File: src/rtl/char_hp_ctrl.sv
// Per-player health controller: body-contact detection, projectile hits, invulnerability and death.
// Optional passive regeneration is enabled by defining CHAR_HP_REGEN_EN.
module char_hp_ctrl #(
    parameter int unsigned MAX_HP        = 4,
    parameter int unsigned CONTACT_DMG   = 1,
    parameter int unsigned SHOT_DMG      = 1,
    parameter int unsigned INVULN_FRAMES = 60,
    parameter int unsigned REGEN_FRAMES  = 300
) (
    input  logic        clk,
    input  logic        rst,
    input  logic        frame_tick,
    input  logic [1:0]  game_active,
    input  logic        game_start,
    input  logic [11:0] char_x,
    input  logic [11:0] char_y,
    input  logic [11:0] char_lng,
    input  logic [11:0] char_hgt,
    input  logic [11:0] boss_x,
    input  logic [11:0] boss_y,
    input  logic [11:0] boss_lng,
    input  logic [11:0] boss_hgt,
    input  logic        boss_hit,
    output logic [3:0]  char_hp,
    output logic        dead,
    output logic        hit_flash,
    output logic        damage_pulse
);

    // state     | meaning
    // ST_IDLE   | before the first game_start, no damage taken
    // ST_ALIVE  | fight running, contact and shots apply damage
    // ST_INVULN | post-hit grace window, inv_cnt counts down per frame
    // ST_DEAD   | health exhausted, waits for game_start
    typedef enum logic [1:0] {
        ST_IDLE   = 2'd0,
        ST_ALIVE  = 2'd1,
        ST_INVULN = 2'd2,
        ST_DEAD   = 2'd3
    } state_t;

    localparam logic [3:0] HP_MAX  = 4'(MAX_HP);
    localparam logic [4:0] C_DMG   = 5'(CONTACT_DMG);
    localparam logic [4:0] S_DMG   = 5'(SHOT_DMG);
    localparam logic [7:0] INV_TC  = 8'(INVULN_FRAMES);

    state_t      state_q, state_d;
    logic [3:0]  hp_q, hp_d;
    logic [7:0]  inv_cnt_q, inv_cnt_d;
    logic        pending_q, pending_d;
    logic        contact_q, contact_d;
    logic        pulse_q, pulse_d;

`ifdef CHAR_HP_REGEN_EN
    localparam logic [9:0] REGEN_TC = 10'(REGEN_FRAMES);
    logic [9:0]  regen_cnt_q, regen_cnt_d;
    logic [9:0]  regen_inc;
`endif

    logic [12:0] dx, dy, sum_x, sum_y;
    logic        active;
    logic        shot;
    logic [4:0]  dmg;

    // Distances are folded to magnitudes so the overlap test is a plain compare.
    always_comb begin
        if (char_x >= boss_x) dx = {1'b0, char_x} - {1'b0, boss_x};
        else                  dx = {1'b0, boss_x} - {1'b0, char_x};
        if (char_y >= boss_y) dy = {1'b0, char_y} - {1'b0, boss_y};
        else                  dy = {1'b0, boss_y} - {1'b0, char_y};
        sum_x     = {1'b0, char_lng} + {1'b0, boss_lng};
        sum_y     = {1'b0, char_hgt} + {1'b0, boss_hgt};
        contact_d = (dx < sum_x) && (dy < sum_y);
    end

    assign active = (game_active == 2'b01);
    // A hit arriving on the tick itself still counts for that tick.
    assign shot   = pending_q | boss_hit;
    assign dmg    = (contact_q ? C_DMG : 5'd0) + (shot ? S_DMG : 5'd0);

    always_comb begin
        state_d   = state_q;
        hp_d      = hp_q;
        inv_cnt_d = inv_cnt_q;
        pending_d = pending_q;
        pulse_d   = 1'b0;
`ifdef CHAR_HP_REGEN_EN
        regen_cnt_d = regen_cnt_q;
        regen_inc   = (regen_cnt_q >= REGEN_TC) ? REGEN_TC : regen_cnt_q + 10'd1;
`endif

        if (game_start) begin
            state_d   = ST_ALIVE;
            hp_d      = HP_MAX;
            inv_cnt_d = 8'd0;
            pending_d = 1'b0;
`ifdef CHAR_HP_REGEN_EN
            regen_cnt_d = 10'd0;
`endif
        end else if (!active) begin
            pending_d = 1'b0;
        end else begin
            if (frame_tick)    pending_d = 1'b0;
            else if (boss_hit) pending_d = 1'b1;

            if (frame_tick) begin
                case (state_q)
                    ST_ALIVE: begin
                        if (dmg != 5'd0) begin
                            pulse_d = 1'b1;
`ifdef CHAR_HP_REGEN_EN
                            regen_cnt_d = 10'd0;
`endif
                            if ({1'b0, hp_q} <= dmg) begin
                                hp_d    = 4'd0;
                                state_d = ST_DEAD;
                            end else begin
                                hp_d      = hp_q - dmg[3:0];
                                state_d   = ST_INVULN;
                                inv_cnt_d = INV_TC;
                            end
                        end else begin
`ifdef CHAR_HP_REGEN_EN
                            if (regen_inc == REGEN_TC && hp_q < HP_MAX) begin
                                hp_d        = hp_q + 4'd1;
                                regen_cnt_d = 10'd0;
                            end else begin
                                regen_cnt_d = regen_inc;
                            end
`endif
                        end
                    end
                    ST_INVULN: begin
                        if (inv_cnt_q <= 8'd1) begin
                            inv_cnt_d = 8'd0;
                            state_d   = ST_ALIVE;
                        end else begin
                            inv_cnt_d = inv_cnt_q - 8'd1;
                        end
                    end
                    ST_DEAD: hp_d = 4'd0;
                    default: ;
                endcase
            end
        end
    end

    always_ff @(posedge clk) begin
        if (rst) begin
            state_q   <= ST_IDLE;
            hp_q      <= HP_MAX;
            inv_cnt_q <= 8'd0;
            pending_q <= 1'b0;
            contact_q <= 1'b0;
            pulse_q   <= 1'b0;
`ifdef CHAR_HP_REGEN_EN
            regen_cnt_q <= 10'd0;
`endif
        end else begin
            state_q   <= state_d;
            hp_q      <= hp_d;
            inv_cnt_q <= inv_cnt_d;
            pending_q <= pending_d;
            contact_q <= contact_d;
            pulse_q   <= pulse_d;
`ifdef CHAR_HP_REGEN_EN
            regen_cnt_q <= regen_cnt_d;
`endif
        end
    end

    assign char_hp      = hp_q;
    assign dead         = (state_q == ST_DEAD);
    assign hit_flash    = (state_q == ST_INVULN) && inv_cnt_q[2];
    assign damage_pulse = pulse_q;

endmodule

File: config.mk
export PLATFORM = sky130hd
export DESIGN_NAME = char_hp_ctrl
export DESIGN_NICKNAME = d
export VERILOG_FILES = /design/src/rtl/char_hp_ctrl.sv
export SDC_FILE = /design/constraint.sdc
export NUM_CORES = 1
export LEC_CHECK = 0
export ABC_AREA = 1
export CAP_MARGIN = 20
export CORE_MARGIN = 4
export CORE_UTILIZATION = 55
export DETAILED_ROUTE_END_ITERATION = 12
export PLACE_DENSITY_LB_ADDON = 0.3
export SLEW_MARGIN = 0
export SYNTH_ARGS = -nofsm -noshare
export SYNTH_HDL_FRONTEND = slang
export SYNTH_SLANG_ARGS = --single-unit
File: constraint.sdc
create_clock -name clk -period 3.1 [get_ports clk]
set_input_delay 0.62 -clock clk [delete_from_list [all_inputs] [get_ports clk]]
set_output_delay 0.62 -clock clk [all_outputs]
set_load 0.01 [all_outputs]
==> flow_metrics.tcl <==
set metrics [dict create \
    dieArea_mm2 0.01224 \
    worstPathCellList "clkdlybuf4s50_1 -> inv_1 -> ha_4 -> nand2_4 -> nor2_4 -> buf_4 -> nand3_1 -> nand3_2 -> nor2_4 -> buf_4 -> nand2_1 -> nand2_1 -> ha_1 -> a21oi_1 -> o21a_1 -> nor2_1 -> nor2_1 -> nand3_1 -> nor2_1" \
    n_fill_cell 619 \
    violations "negative setup slack" \
    reg2reg_slack_ps 870 \
    crit_family "simple AND/OR/NAND/NOR gates" \
    globalplace.congestion 0.9717 \
    min_path_type "reg -> reg" \
    path_class "in -> reg" \
    hold_viol 0 \
    syn-cell-area_mm2 0.005793 \
    crit_path_top_delay_cell "clkdlybuf4s50_1" \
    dp_hpwl_mm 14.59 \
    met3_length_mm 1.446 \
    ys_seq_elements 17 \
    syn-instance-count 1012 \
    area_growth_pct 52.44 \
    wl_per_cell_um 15.42 \
    num_io_pins 110 \
    drt_wl_total_mm 21.45 \
    ir_worst_vdd_v 0.0001433 \
    worst-r2r-cell-count 11 \
    antenna_cells 0 \
    cts.path.max_buffers 2 \
    cts_tree "done" \
    rows 37 \
    finalSetupViolCount 1 \
    insertion_delay_ps 250 \
    run_status "complete, but fails checks" \
    cts_buffers 3 \
    cp.required_ps 3300 \
    maxCapViolCount 0 \
    critPathMaxStageDelay_ps 490 \
    grt_pass1_wl_mm 31.07 \
    maxClockFrequency_mhz 304.9 \
    postCtsHoldBufs 0 \
    crit_cells 19 \
    powerDensity_mw_per_mm2 257.1 \
    grtUsageTotal_pct 28.76 \
    via_per_inst 5.562 \
    layout-drive-gt1-share_pct 23.98 \
    clock_skew_ps 0.8798 \
    ant_nets 0 \
    startpoint_type "input port" \
    r2r-start "pending_q$_SDFFE_PP0P_" \
    core-area_mm2 0.01028 \
    via_count 7737 \
    drc 0 \
    num-nets-final 1468 \
    seq_area_frac_synth_pct 5.875 \
    p_leak_uw 0.004919 \
    rr_endpoint "char_hp[0]$_SDFFE_PP0P_" \
    cpMostUsedCell "nor2_1" \
    setup_ws_ps -179.8 \
    place_inst 1378 \
    die_x_um 110.6 \
    wl_met1_mm 7.751 \
    fin_util_pct 85.93 \
    cts.sinks 17 \
    min_from "inv_cnt_q[3]$_SDFFE_PP0P_" \
    worst_slew_pin_slew_ps 481.2 \
    root_buffer "clkbuf_8" \
    fp.dieH_um 110.6 \
    antenna_found_initial 0 \
    clk_pin_slew_ps 70 \
    holdPathEnd "inv_cnt_q[3]$_SDFFE_PP0P_" \
    h-tree-depth 1 \
    endpoint_kind "flop" \
    routed-wl-met2_mm 10.90 \
    worstPathArrival_ps 3480 \
    slew_headroom_pct 67.67 \
    gr-total-overflow 0 \
    syn-num-nets 1224 \
    syn_area_per_cell_um2 5.724 \
    firstDrtPassIters 8 \
    synth.distinct_cells 38 \
    drtIter0Drc 530 \
    post-route-min-period_ps 3280 \
    grt_max_degree 10 \
    path_buf_inv 4 \
    synth_warnings 0 \
    fin_cells 1391 \
    highest_layer "met4" \
    start_util_pct 56.37 \
    grt_pass1_vias 7410 \
    finalCritPeriodShare_pct 105.8 \
    cp_max_fo 5 \
    finalMaxSlewViolations 0 \
    port_buffers 109 \
    hold_path_depth 2 \
]
-- cells in the mapped netlist --
cell type  count  area (um2)
buf_4          4       30.03
a21oi_1       62       310.3
nand3_1       68       340.3
ha_1         102        1276
o21ai_1        5       25.02
nand4_1       19       118.9
a21boi_2       1       11.26
a21boi_0       1       7.510
o21ai_0       26       130.1
o31ai_1        1       7.510
xor2_1        35       306.5
inv_2          3       11.26
nor2_1        68       255.2
a211oi_1       4       30.03
nor2_2         4       25.02
nand2_1      324        1216
or3_1          1       6.260
nand2_2        6       37.54
o211ai_1       1       7.510
buf_2          3       15.01
nor2_4         2       22.52
dfxtp_1       17       340.3
nand3b_1       1       7.510
nor4_1         2       12.51
and2_1         3       18.77
buf_6          4       45.04
o21a_1         4       30.03
fa_1           7       140.1
nor3_1        10       50.05
a21oi_2        1       8.760
xnor2_1       11       96.34
o21ai_2        2       17.52
a21o_1         1       7.510
a31oi_1        4       25.02
nand3_2        2       20.02
or2_2          1       6.260
o21bai_1       5       37.54
inv_1        197       739.5
-- report_power, final --
| group | total, uW | switching (uW) | internal [uW] |
|---|---|---|---|
| clock | 171 | 79.5 | 91.4 |
| sequential | 230 | 4.85 | 225 |
| combinational | 1870 | 1020 | 849 |
-- cells by family (layout without fill, tap and decap cells) --
group                      count (synthesis)  count (layout)  synth area share, %
and+or+nand+nor                          511             511                36.89
buffers and inverters                    211             454                14.51
AOI/OAI and AO/OA                        118             118                11.32
adders and majority gates                109             109                24.45
xor gates and xnor gates                  46              46                6.955
DFF                                       17              17                5.875
-- worst max path at each step --
| stage | startpoint | endpoint |
|---|---|---|
| finish | char_y[11] | contact_q$_SDFF_PP0_ |
| global route | boss_y[6] | contact_q$_SDFF_PP0_ |
| CTS | boss_x[7] | contact_q$_SDFF_PP0_ |
| detailed placement | char_x[8] | contact_q$_SDFF_PP0_ |
| global placement | char_x[8] | contact_q$_SDFF_PP0_ |
| floorplan | char_x[8] | contact_q$_SDFF_PP0_ |
-- stage by stage --
stage	hold slack, ps	cell area, um2	TNS [ps]	power (uW)	setup WS [ps]
CTS	496.3	8308	0	2017	1.409
global placement	490.8	7968	-536.7	1731	-536.7
floorplan	459.7	5793	0	1176	312.0
finish	504.1	8831	-179.8	2271	-179.8
detailed placement	485.8	7968	-554.7	1773	-554.7
global route	537.7	8831	-243.5	2456	-243.5
-- per-layer routing --
| metal | vias to the layer above | GRT usage, % |
|---|---|---|
| met5 | - | 0 |
| li1 | 3669 | - |
| met4 | 0 | 12.48 |
| met1 | 3458 | 31.18 |
| met2 | 457 | 55.30 |
| met3 | 153 | 3.452 |
-- timing repair --
action	4_1_cts	5_1_grt
gates resized for setup	64	149
pin swaps	18	49
setup endpoints to repair	1	1
buffers inserted	2	6
cloned	1	0
-- sequential cells by signal, summed over array words and instances, names as in the netlist --
name / cells
damage_pulse: 1
char_hp: 4
pending_q: 1
inv_cnt_q: 8
state_q: 2
contact_q: 1
-- cell usage in the layout (no fill, tap or decap), drive strengths merged, types with 2 or more instances in the layout --
cell type / netlist / layout
o21a: 4 / 4
inv: 200 / 200
nand4: 19 / 19
clkdlybuf4s50: 0 / 65
and2: 3 / 3
dfxtp: 17 / 17
buf: 11 / 140
o21ai: 33 / 33
dlymetal6s2s: 0 / 33
a211oi: 4 / 4
ha: 102 / 102
nor2: 74 / 74
nor4: 2 / 2
xor2: 35 / 35
dlygate4sd2: 0 / 11
clkbuf: 0 / 4
fa: 7 / 7
nand3: 70 / 70
nand2: 330 / 330
o21bai: 5 / 5
a31oi: 4 / 4
a21boi: 2 / 2
xnor2: 11 / 11
a21oi: 63 / 63
nor3: 10 / 10
-- layout make-up --
cell class / instances / area, um2 / area share (%)
repair buffers: 249 / 2238 / 25.35
inverters: 200 / 753.2 / 8.529
clock buffers: 4 / 45.04 / 0.5101
repair inverters: 1 / 7.507 / 0.08501
flip-flops and latches: 17 / 340.3 / 3.854
well taps: 136 / 170.2 / 1.927
multi-input cells: 784 / 5276 / 59.75
-- worst register-to-register path: stages (launching register included) --
cell,delay [ps]
dfxtp_1,300
nor2_1,240
ha_1,290
ha_1,170
inv_1,80
fa_1,230
nand2_1,80
and2_1,170
nor2_1,220
nand2_1,130
o21a_1,180
nor2_1,80
Note: power is estimated with default switching activity, not from simulation.
